**src/rtl/data_ram_arbiter.sv**
```systemverilog
// -----------------------------------------------------------------------------
// data_ram_arbiter
//
// Arbiter and sequencer for the single-port 128x8 data RAM. Two requesters
// share the RAM: the CPU core (port 0, priority) and a DMA/debug loader
// (port 1). Each cycle at most one single-beat read or write is granted and
// driven onto the RAM. Read data is routed back to the port that issued the
// read one cycle later.
//
// Optional feature macro: ARB_STARVE_GUARD_EN
//   defined   : a starve counter forces a DMA grant after STARVE_MAX
//               consecutive denied DMA cycles.
//   undefined : strict CPU priority; DMA may wait indefinitely.
//
// Parameters
//   ADDR_W     RAM address width (7 -> 128 entries)
//   DATA_W     RAM data width
//   STARVE_MAX denied DMA cycles before a forced DMA grant (1..15)
//
// Ports
//   clk, rst                 clock, synchronous active-high reset
//   cpu_req/we/addr/wdata    CPU access request (held until cpu_gnt)
//   dma_req/we/addr/wdata    DMA access request (held until dma_gnt)
//   cpu_gnt, dma_gnt         combinational: access accepted at this edge
//   cpu_rvalid, dma_rvalid   registered: read data valid this cycle
//   cpu_rdata, dma_rdata     ram_q while own rvalid is high, else 0
//   ram_addr, ram_data       address / write data to the RAM
//   ram_en                   RAM write enable
//   ram_q                    RAM read data, valid the cycle after ram_addr
//   owner                    registered last grant: 00 none, 01 CPU, 10 DMA
// -----------------------------------------------------------------------------
module data_ram_arbiter #(
  parameter int ADDR_W     = 7,
  parameter int DATA_W     = 8,
  parameter int STARVE_MAX = 4
) (
  input  logic              clk,
  input  logic              rst,

  input  logic              cpu_req,
  input  logic              cpu_we,
  input  logic [ADDR_W-1:0] cpu_addr,
  input  logic [DATA_W-1:0] cpu_wdata,
  output logic              cpu_gnt,
  output logic              cpu_rvalid,
  output logic [DATA_W-1:0] cpu_rdata,

  input  logic              dma_req,
  input  logic              dma_we,
  input  logic [ADDR_W-1:0] dma_addr,
  input  logic [DATA_W-1:0] dma_wdata,
  output logic              dma_gnt,
  output logic              dma_rvalid,
  output logic [DATA_W-1:0] dma_rdata,

  output logic [ADDR_W-1:0] ram_addr,
  output logic [DATA_W-1:0] ram_data,
  output logic              ram_en,
  input  logic [DATA_W-1:0] ram_q,

  output logic [1:0]        owner
);

  // The state encoding is the owner code seen on the port.
  typedef enum logic [1:0] {
    ST_IDLE = 2'b00,
    ST_CPU  = 2'b01,
    ST_DMA  = 2'b10
  } state_t;

  state_t state_r;
  state_t state_next_s;

  logic   cpu_gnt_s;
  logic   dma_gnt_s;
  logic   force_dma_s;

  // One pending-read flag per port: set by a granted read, consumed the
  // following cycle when ram_q carries that read's data.
  logic   rd_pend_cpu_r;
  logic   rd_pend_dma_r;

  // Elaboration-time guard on the starve limit (counter is 4 bits wide).
  if ((STARVE_MAX < 1) || (STARVE_MAX > 15)) begin : g_bad_starve_max
    $error("data_ram_arbiter: STARVE_MAX must be in 1..15");
  end

`ifdef ARB_STARVE_GUARD_EN
  localparam int               CNT_W      = 4;
  localparam logic [CNT_W-1:0] STARVE_LIM = CNT_W'(STARVE_MAX);

  logic [CNT_W-1:0] starve_cnt_r;

  // Starve counter: counts consecutive cycles in which DMA asks but is not
  // served. It restarts whenever DMA is served or stops asking, so only an
  // unbroken run of denials can reach the limit.
  always_ff @(posedge clk) begin
    if (rst) begin
      starve_cnt_r <= {CNT_W{1'b0}};
    end else if (!dma_req || dma_gnt_s) begin
      starve_cnt_r <= {CNT_W{1'b0}};
    end else if (starve_cnt_r != STARVE_LIM) begin
      starve_cnt_r <= starve_cnt_r + 4'd1;
    end else begin
      starve_cnt_r <= starve_cnt_r;
    end
  end

  // The counter is registered, so force_dma never loops back through the
  // grant decode within one cycle.
  assign force_dma_s = (starve_cnt_r == STARVE_LIM);
`else
  assign force_dma_s = 1'b0;
`endif

  // Arbitration: next state is the port granted this cycle. Nothing is
  // granted while reset is asserted, which also suppresses any write.
  always_comb begin
    state_next_s = ST_IDLE;
    if (rst) begin
      state_next_s = ST_IDLE;
    end else if (cpu_req && dma_req) begin
      if (force_dma_s) begin
        state_next_s = ST_DMA;
      end else begin
        state_next_s = ST_CPU;
      end
    end else if (cpu_req) begin
      state_next_s = ST_CPU;
    end else if (dma_req) begin
      state_next_s = ST_DMA;
    end else begin
      state_next_s = ST_IDLE;
    end
  end

  // Grant and RAM drive decode from the chosen owner. With no grant the RAM
  // bus is parked at zero and the write enable is low.
  always_comb begin
    cpu_gnt_s = 1'b0;
    dma_gnt_s = 1'b0;
    ram_addr  = {ADDR_W{1'b0}};
    ram_data  = {DATA_W{1'b0}};
    ram_en    = 1'b0;
    case (state_next_s)
      ST_CPU: begin
        cpu_gnt_s = 1'b1;
        ram_addr  = cpu_addr;
        ram_data  = cpu_wdata;
        ram_en    = cpu_we;
      end
      ST_DMA: begin
        dma_gnt_s = 1'b1;
        ram_addr  = dma_addr;
        ram_data  = dma_wdata;
        ram_en    = dma_we;
      end
      default: begin
        cpu_gnt_s = 1'b0;
        dma_gnt_s = 1'b0;
        ram_addr  = {ADDR_W{1'b0}};
        ram_data  = {DATA_W{1'b0}};
        ram_en    = 1'b0;
      end
    endcase
  end

  // Owner state register and read-return pipeline. Reset drops any pending
  // read so no stale rvalid appears after reset.
  always_ff @(posedge clk) begin
    if (rst) begin
      state_r       <= ST_IDLE;
      rd_pend_cpu_r <= 1'b0;
      rd_pend_dma_r <= 1'b0;
    end else begin
      state_r       <= state_next_s;
      rd_pend_cpu_r <= cpu_gnt_s && !cpu_we;
      rd_pend_dma_r <= dma_gnt_s && !dma_we;
    end
  end

  assign cpu_gnt    = cpu_gnt_s;
  assign dma_gnt    = dma_gnt_s;
  assign owner      = state_r;
  assign cpu_rvalid = rd_pend_cpu_r;
  assign dma_rvalid = rd_pend_dma_r;

  // ram_q is shared; each port sees it only in its own return cycle.
  assign cpu_rdata  = rd_pend_cpu_r ? ram_q : {DATA_W{1'b0}};
  assign dma_rdata  = rd_pend_dma_r ? ram_q : {DATA_W{1'b0}};

endmodule

```
**config.mk**
```make
export PLATFORM = sky130hd
export DESIGN_NAME = data_ram_arbiter
export DESIGN_NICKNAME = d
export VERILOG_FILES = /design/src/rtl/data_ram_arbiter.sv
export SDC_FILE = /design/constraint.sdc
export NUM_CORES = 1
export LEC_CHECK = 0
export ABC_AREA = 1
export CORE_UTILIZATION = 24
export CTS_CLUSTER_SIZE = 28
export DETAILED_ROUTE_END_ITERATION = 16
export PLACE_DENSITY = 0.92
export SYNTH_ARGS = -nofsm -noshare
export SYNTH_HDL_FRONTEND = slang
export SYNTH_SLANG_ARGS = --single-unit
```
**constraint.sdc**
```tcl
create_clock -name clk -period 1.45 [get_ports clk]
set_input_delay 0.2175 -clock clk [delete_from_list [all_inputs] [get_ports clk]]
set_output_delay 0.2175 -clock clk [all_outputs]
set_load 0.01 [all_outputs]
```
==> results of run 1 <==
power by group:
| part | internal, mW | switching [mW] | total (mW) |
|---|---|---|---|
| Sequential | 0.116 | 0.00459 | 0.120 |
| Clock | 0.0923 | 0.0420 | 0.134 |
| Combinational | 0.187 | 0.118 | 0.305 |
repair_timing:
action                                  4_1_cts  5_1_grt
gates cloned                                  1        0
setup buffers                                 3        1
resized for setup                            45       12
hold buffers                                  0        0
endpoints found under the setup margin       36       11
pin swaps                                     2        0
per-layer routing:
layer	track usage	wire length, um	vias to the layer above
met5	0	0	-
met2	0.354	1190	51
met1	0.170	780	412
met3	0.0401	202	0
met4	0.0667	0	0
li1	-	-	473
registers in the layout, summed over array words and instances (netlist names):
register / flops
owner: 2
dma_rvalid: 1
cpu_rvalid: 1
metrics by stage:
| step | setup TNS, ns | instances | area (um^2) | utilization |
|---|---|---|---|---|
| 2_1_floorplan | 0 | 100 | 543 | - |
| 3_3_place_gp | -10.84 | 208 | 1410 | 0.688 |
| 3_5_place_dp | -11.68 | 208 | 1410 | 0.688 |
| 4_1_cts | 0 | 215 | 1420 | 0.694 |
| 5_1_grt | -0.0109 | 215 | 1410 | 0.689 |
| 6_report | 0 | 215 | 1410 | 0.689 |
layout by cell type (no fill, tap or decap):
cell / count
clkdlybuf4s50_1: 43
nand2_1: 40
dlygate4sd2_1: 28
nand3_1: 16
inv_1: 16
nand2_2: 9
buf_4: 8
clkbuf_2: 4
nor2_1: 3
clkbuf_4: 3
clkdlybuf4s15_1: 3
nor2_4: 2
nor3_1: 2
dfxtp_2: 2
dfxtp_1: 2
buf_12: 2
inv_2: 1
nor2_8: 1
buf_2: 1
clkdlybuf4s15_2: 1
dlymetal6s2s_1: 1
worst paths after layout:
path | endpoint | slack (ns) | cells after the start
worst max-delay path | ram_data[2] | 0.05 | 7
worst min-delay path | owner[1] | 0.47 | 3
area by class of cell:
class	count	area share
Multi-Input combinational cell	73	0.249
Tap cell	27	0.0240
Sequential cell	4	0.0587
Clock buffer	3	0.0160
Timing Repair Buffer	91	0.607
Inverter	17	0.0453
logic make-up (layout without fill, tap and decap cells):
logic type | Yosys count | count (layout) | share of synthesized area
buffers and inverters | 24 | 111 | 0.228
DFF | 4 | 4 | 0.147
and+or+nand+nor | 72 | 73 | 0.624
worst max-delay path, cell delays in order:
cell	delay, ns
clkdlybuf4s15_2	0.22
inv_2	0.09
nor2_4	0.15
buf_4	0.16
nand2_2	0.04
nand2_1	0.05
dlygate4sd2_1	0.26
==> metrics.txt, run 1 <==
status finished, final reports clean; largest net degree at the start of global routing 17; footprint of the multi-input gates around 350 um^2; Storage cell area between 80 and 90 um^2; pre-CTS setup slack -0.601 ns; Synth top cells by count nand2_1, inv_1, nand3_1, nand2_2, dfxtp_1; Avg Inst Size Synth 5.43 um^2; Yosys top cell by area nand2_1; most frequent cell after synthesis nand2_1; hold path start rst; dpl hpwl roughly 1800 um; critical path endpoint category output port; total leakage power 0.881 nW; Clock Tree Root clkbuf_4; synth top area cells nand2_1, dfxtp_1, nand3_1, inv_1, nand2_2; I/O Pins 82; Area Overhead vs Synth 159%; min Tclk post-route 1.40 ns; synthesis warning total 0; critical path data arrival time ~1.2 ns; Final Net Count around 230; H-tree lvl count 1; DRC viols 0; Crit. Startpoint cpu_req; CP Launch Type primary input; maximum clock rate roughly 0.71 GHz; critical-path maximum fanout 5; Initial Util 0.266; final hold slack 0.468 ns; Die X 49.6 um; filler cell count 184; post-synthesis async set-or-reset flop share 0; Synth Register Bits 4; Post-Route WL ~2200 um; DR pass1 iterations 3; Design Power 0.560 mW; vias per inst 4.35; initial antenna violation count 0; die area about 2500 um^2; WL per Instance 10.1 um; Initial DRC Count 9; number of diodes 0; Tot GR Track Use 0.177; vias in the first global route about 860; Final Max Tran Viols 0; CTS tree done; Core Region between 2000 and 2500 um^2; first-pass GRT wire length 3460 um; grt total ovfl 0; Inserted Clock Buffers 3; Synth top area share 0.276; post-synthesis sequential area ratio 0.147; Setup Crit Path Kind in2out; relative slew slack 0.856; cell area after synthesis between 500 and 600 um^2; Pwr Density 398 nW/um^2; slack of the critical path about 0.046 ns; min-delay worst type in2reg; Post-Syn Instances 100; clk slew on worst S/H paths 0.04 ns; # port buffers 81; vias 936; final setup fails 0; gpl congestion 0.751; EDFF count, synth 0; layout cells sized above 1 0.181; max cap viols 0; Post-DRT Antenna Nets 0; Clock Path Buffers 2; Tightest Pin Transition 0.217 ns; Primary FF master, synth dfxtp_1; Std-Cell Rows 16; final worst-path cycle share 0.969; overall die height 49.6 um; number of distinct library cells after synthesis 14; Syn Nets 144; final hold violations 0; CP Data Required Time 1.23 ns; clock sink count 4; VDD IR max 310 uV
Power figures use the tool's default switching activity.
==> run 2: changes to the inputs <==
CORE_ASPECT_RATIO = 0.6   (was default)
SKIP_LAST_GASP = 1   (was default)
==> metrics.txt, run 2 (synthesis results as in run 1) <==
status finished, final reports clean; Total Neg Setup Slack 0 ns (unchanged); Setup Crit Path Kind reg2out; relative slew slack 0.846 (-0.00964); WL per Instance 14.1 um (+40%); Net Sw Power 0.196 mW (+19%); filler cell count 169 (-8.2%); most frequent cells in the layout clkdlybuf4s50_1, nand2_1, dlygate4sd2_1, nand3_1, inv_1; pre-CTS setup slack -0.600 ns (+0.00151 ns); min Tclk post-route 1.42 ns (+0.0137 ns); Tightest Pin Transition 0.231 ns (+0.0145 ns); Clk pwr share 0.350 (+0.110); Pwr Density 470 nW/um^2 (+18%); CP Data Required Time 1.23 ns (about the same); Buf/Inv on CP 1 (-3); critical path endpoint category output port; CP Launch Type flop; Core Region 1980 um^2 (-2.9%); Top delay family on crit path buffers and inverters; Tot GR Track Use 0.253 (+0.0765); Internal 0.484 mW (+22%); vias 960 (+2.6%); Std-Cell Rows 12 (-4); VDD IR max 284 uV (-8.6%); clk slew on worst S/H paths 0.03 ns (about the same); Area Overhead vs Synth 166%; # port buffers 81 (unchanged); total leakage power 0.877 nW (-0.39%); Clock Path Buffers 2 (unchanged); utilization after layout 0.729 (+0.0398); Seq pwr share 0.179 (-0.036); max cap viols 0 (unchanged); Post-Route WL 3060 um (+41%); hold path start cpu_req; slack of the critical path 0.0319 ns (-0.0137 ns); overall die height 38.8 um (-22%); final setup fails 0 (unchanged); critical path data arrival time 1.20 ns (about the same); hold path cells 4 (+1); Final Max Tran Viols 0 (unchanged); grt total ovfl 0 (unchanged); largest net degree at the start of global routing 17 (unchanged); Die X 63.4 um (+28%); Hold Buf Count CTS 0 (unchanged); commonest non-fill, non-tap cell in the layout clkdlybuf4s50_1; DRC viols 0 (unchanged); I/O Pins 82 (unchanged); Final Net Count 235 (+0.43%); first-pass GRT wire length 4510 um (+31%); min-delay worst type in2reg; final worst-path cycle share 0.978 (+0.00945); maximum clock rate 0.705 GHz (-0.97%); gpl congestion 0.823 (+9.6%); H-tree lvl count 1 (unchanged); Clock Tree Root clkbuf_8; Initial Util 0.274 (+0.00806); die area 2460 um^2 (+0.26%); Crit path largest cell delay 0.57 ns (+0.31 ns); power share of the combinational group 0.472 (-0.073); Initial DRC Count 38 (+29); Largest register FFs 2 (unchanged); Sw Share 0.288 (-0.00632); number of diodes 0 (unchanged); layout cells sized above 1 0.185 (+0.00433); unrepaired setup endpoints after global routing no; Crit-path slowest cell clkdlybuf4s50_1; vias in the first global route 981 (+14%); dpl hpwl 2230 um (+24%); CTS tree done; final hold violations 0 (unchanged); initial antenna violation count 0 (unchanged); DR pass1 iterations 4 (+1); Hold Crit Endpoint cpu_rvalid; clock sink count 4 (unchanged); vias per inst 4.42 (+1.6%); final hold slack 0.441 ns (-0.0265 ns); Post-DRT Antenna Nets 0 (unchanged); Inserted Clock Buffers 3 (unchanged); CP Cell Sequence clkdlybuf4s50_1; critical-path maximum fanout 9 (+4)
-- run 2: repair_timing --
item / in CTS / in global routing
gates cloned: 1 / 0
pin swaps: 2 / 1
gates resized for setup: 53 / 7
endpoints found under the setup margin: 36 / 11
setup buffers: 5 / 0
-- run 2: metrics by stage --
stage	power (mW)	cells	area (um^2)
finish	0.679	217	1450
global route	0.709	217	1450
CTS	0.675	217	1460
detailed placement	0.445	208	1390
global placement	0.437	208	1390
floorplan	0.222	100	543
-- run 2: worst max-delay path by stage --
stage                          start     endpoint  cells after the start
after floorplan                  rst  ram_addr[0]                      5
after global placement           rst  ram_addr[2]                      5
after detailed placement     cpu_req  ram_addr[5]                      6
after CTS                        rst  ram_data[5]                      6
after global routing      cpu_rvalid   cpu_rvalid                      1
final                     cpu_rvalid   cpu_rvalid                      1
-- run 2: power by group through the flow --
stage                     registers (mW)  logic [mW]  clock network, mW
after detailed placement           0.122       0.323                  0
after global routing               0.122       0.339              0.248
after floorplan                    0.121       0.102                  0
after global placement             0.122       0.315                  0
final                              0.121       0.320              0.238
after CTS                          0.121       0.315              0.239
-- run 2: final cells by class --
class	instances	area, um^2	area share
Tap cell	28	35.0	0.0242
Multi-Input combinational cell	73	350	0.242
Sequential cell	4	82.6	0.0571
Timing Repair Buffer	92	870	0.602
Clock buffer	3	41.3	0.0286
Inverter	17	66.3	0.0459
-- run 2: per-layer routing --
| metal | vias to the layer above | GRT usage | share of wire |
|---|---|---|---|
| met5 | - | 0 | 0 |
| met4 | 0 | 0.153 | 0.023 |
| met3 | 12 | 0.0529 | 0.049 |
| met2 | 42 | 0.513 | 0.55 |
| met1 | 428 | 0.250 | 0.38 |
| li1 | 478 | - | - |
==> run 3: changes to the inputs <==
CORE_AREA = 2 2 39 41   (was default)
CORE_ASPECT_RATIO = default   (was 0.6)
CORE_UTILIZATION = default   (was 24)
DIE_AREA = 0 0 41 43   (was default)
DONT_BUFFER_PORTS = 1   (was default)
PLACE_DENSITY = 0.63   (was 0.92)
==> metrics.txt, run 3 (synthesis results as in run 1) <==
Tightest Pin Transition 0.343 ns (+0.112 ns); Initial Util 0.392 (+0.118); relative slew slack 0.771 (-0.0748); final hold violations 0 (unchanged); critical path endpoint category output port; final worst-path cycle share 0.810 (-0.168); Initial DRC Count 4 (-89%); Post-CTS Resized 0 (-100%); Crit. Startpoint cpu_rvalid; Final Max Tran Viols 0 (unchanged); Final Net Count 142 (-40%); vias 594 (-38%); placed insts 109 (-48%); Std-Cell Rows 14 (+2); gpl congestion 0.642 (-22%); dpl hpwl 1040 um (-53%); layout cells sized above 1 0.156 (-0.0289); Clock Path Buffers 2 (unchanged); Design Power 0.338 mW (-50%); CP Launch Type flop; Setup Crit Path Kind reg2out; clk slew on worst S/H paths 0.04 ns (about the same); Finished Layout Cells 112 (-48%); first-pass GRT wire length 1640 um (-64%); min-delay worst type in2reg; # port buffers 0 (-100%); WL per Instance 11.1 um (-21%); commonest non-fill, non-tap cell in the layout nand2_1; status finished, final reports clean; overall die height 43 um (+11%); total leakage power 0.381 nW (-57%); critical-path maximum fanout 9 (unchanged); Post-DRT Antenna Nets 0 (unchanged); vias in the first global route 464 (-53%); hold path start rst; die area 1760 um^2 (-28%); Core Region 1380 um^2 (-30%); VDD IR max 317 uV (+12%); maximum clock rate 0.851 GHz (+21%); final setup fails 0 (unchanged); number of diodes 0 (unchanged); CTS tree done; clock sink count 4 (unchanged); unrepaired setup endpoints after global routing no; DRC viols 0 (unchanged); grt total ovfl 0 (unchanged); Pwr Density 644 nW/um^2 (+37%); Area Overhead vs Synth -3.23%; Hold Buf Count CTS 0 (unchanged); Die X 41 um (-35%); largest net degree at the start of global routing 18 (+1); vias per inst 5.30 (+20%); Tot GR Track Use 0.131 (-0.122); H-tree lvl count 1 (unchanged); DR pass1 iterations 4 (unchanged); Largest register FFs 2 (unchanged); # Post-CTS Setup Buffers 0 (-5); initial antenna violation count 0 (unchanged); min Tclk post-route 1.18 ns (-0.243 ns); Clock Tree Root clkbuf_4; placed instance area 503 um^2 (-64%); Post-Route WL 1250 um (-59%); post-route cell area 526 um^2 (-64%); I/O Pins 82 (unchanged); Inserted Clock Buffers 3 (unchanged); Total Neg Setup Slack 0 ns (unchanged); critical path data arrival time 0.96 ns (-0.24 ns); CP Data Required Time 1.23 ns (about the same); max cap viols 0 (unchanged); most frequent cells in the layout nand2_1, nand3_1, inv_1, nand2_2, dfxtp_1
## run 3: changes by cell type in the layout (fill, tap and decap cells not counted), sizes merged
cell and delta:
clkdlybuf4s50 -44, dlygate4sd2 -29, buf -13, nor2 -1
clkdlybuf4s15 -5, clkbuf -1
## run 3: cell type report
type,instances,area (um^2)
Multi-Input combinational cell,72,339
Tap cell,16,20.0
Fill cell,158,858
Sequential cell,4,80.1
Clock buffer,3,22.5
Inverter,17,63.8
## run 3: worst paths after layout
check	to	slack, ns	cells past startpoint
setup / recovery	cpu_rdata[2]	0.27	2
hold / removal	owner[1]	0.06	1
## run 3: stage by stage
stage          setup WS, ns  utilization  hold slack, ns
3_5_place_dp          0.467        0.363           0.293
6_report              0.275        0.380          0.0590
4_1_cts               0.259        0.380          0.0560
2_1_floorplan         0.460            -           0.294
5_1_grt               0.155        0.380          0.0523
3_3_place_gp          0.505        0.363           0.294
## run 3: layer usage
metal	share of wire	GRT usage	wire [um]	vias to the layer above
li1	-	-	-	286
met1	0.35	0.131	442	257
met2	0.53	0.238	660	51
met3	0.12	0.0419	144	0
met4	0	0.0400	0	0
met5	0	0	0	-
## run 3: report_power, final
part,internal (mW),switching (mW),leakage (nW)
clock network,0.0922,0.0399,0.0138
logic,0.0235,0.0604,0.334
registers,0.115,0.00715,0.0329
## run 3: worst max-delay path, stage by stage (launching register included)
cell     delay [ns]
dfxtp_1        0.51
nand2_1        0.10
inv_1          0.11
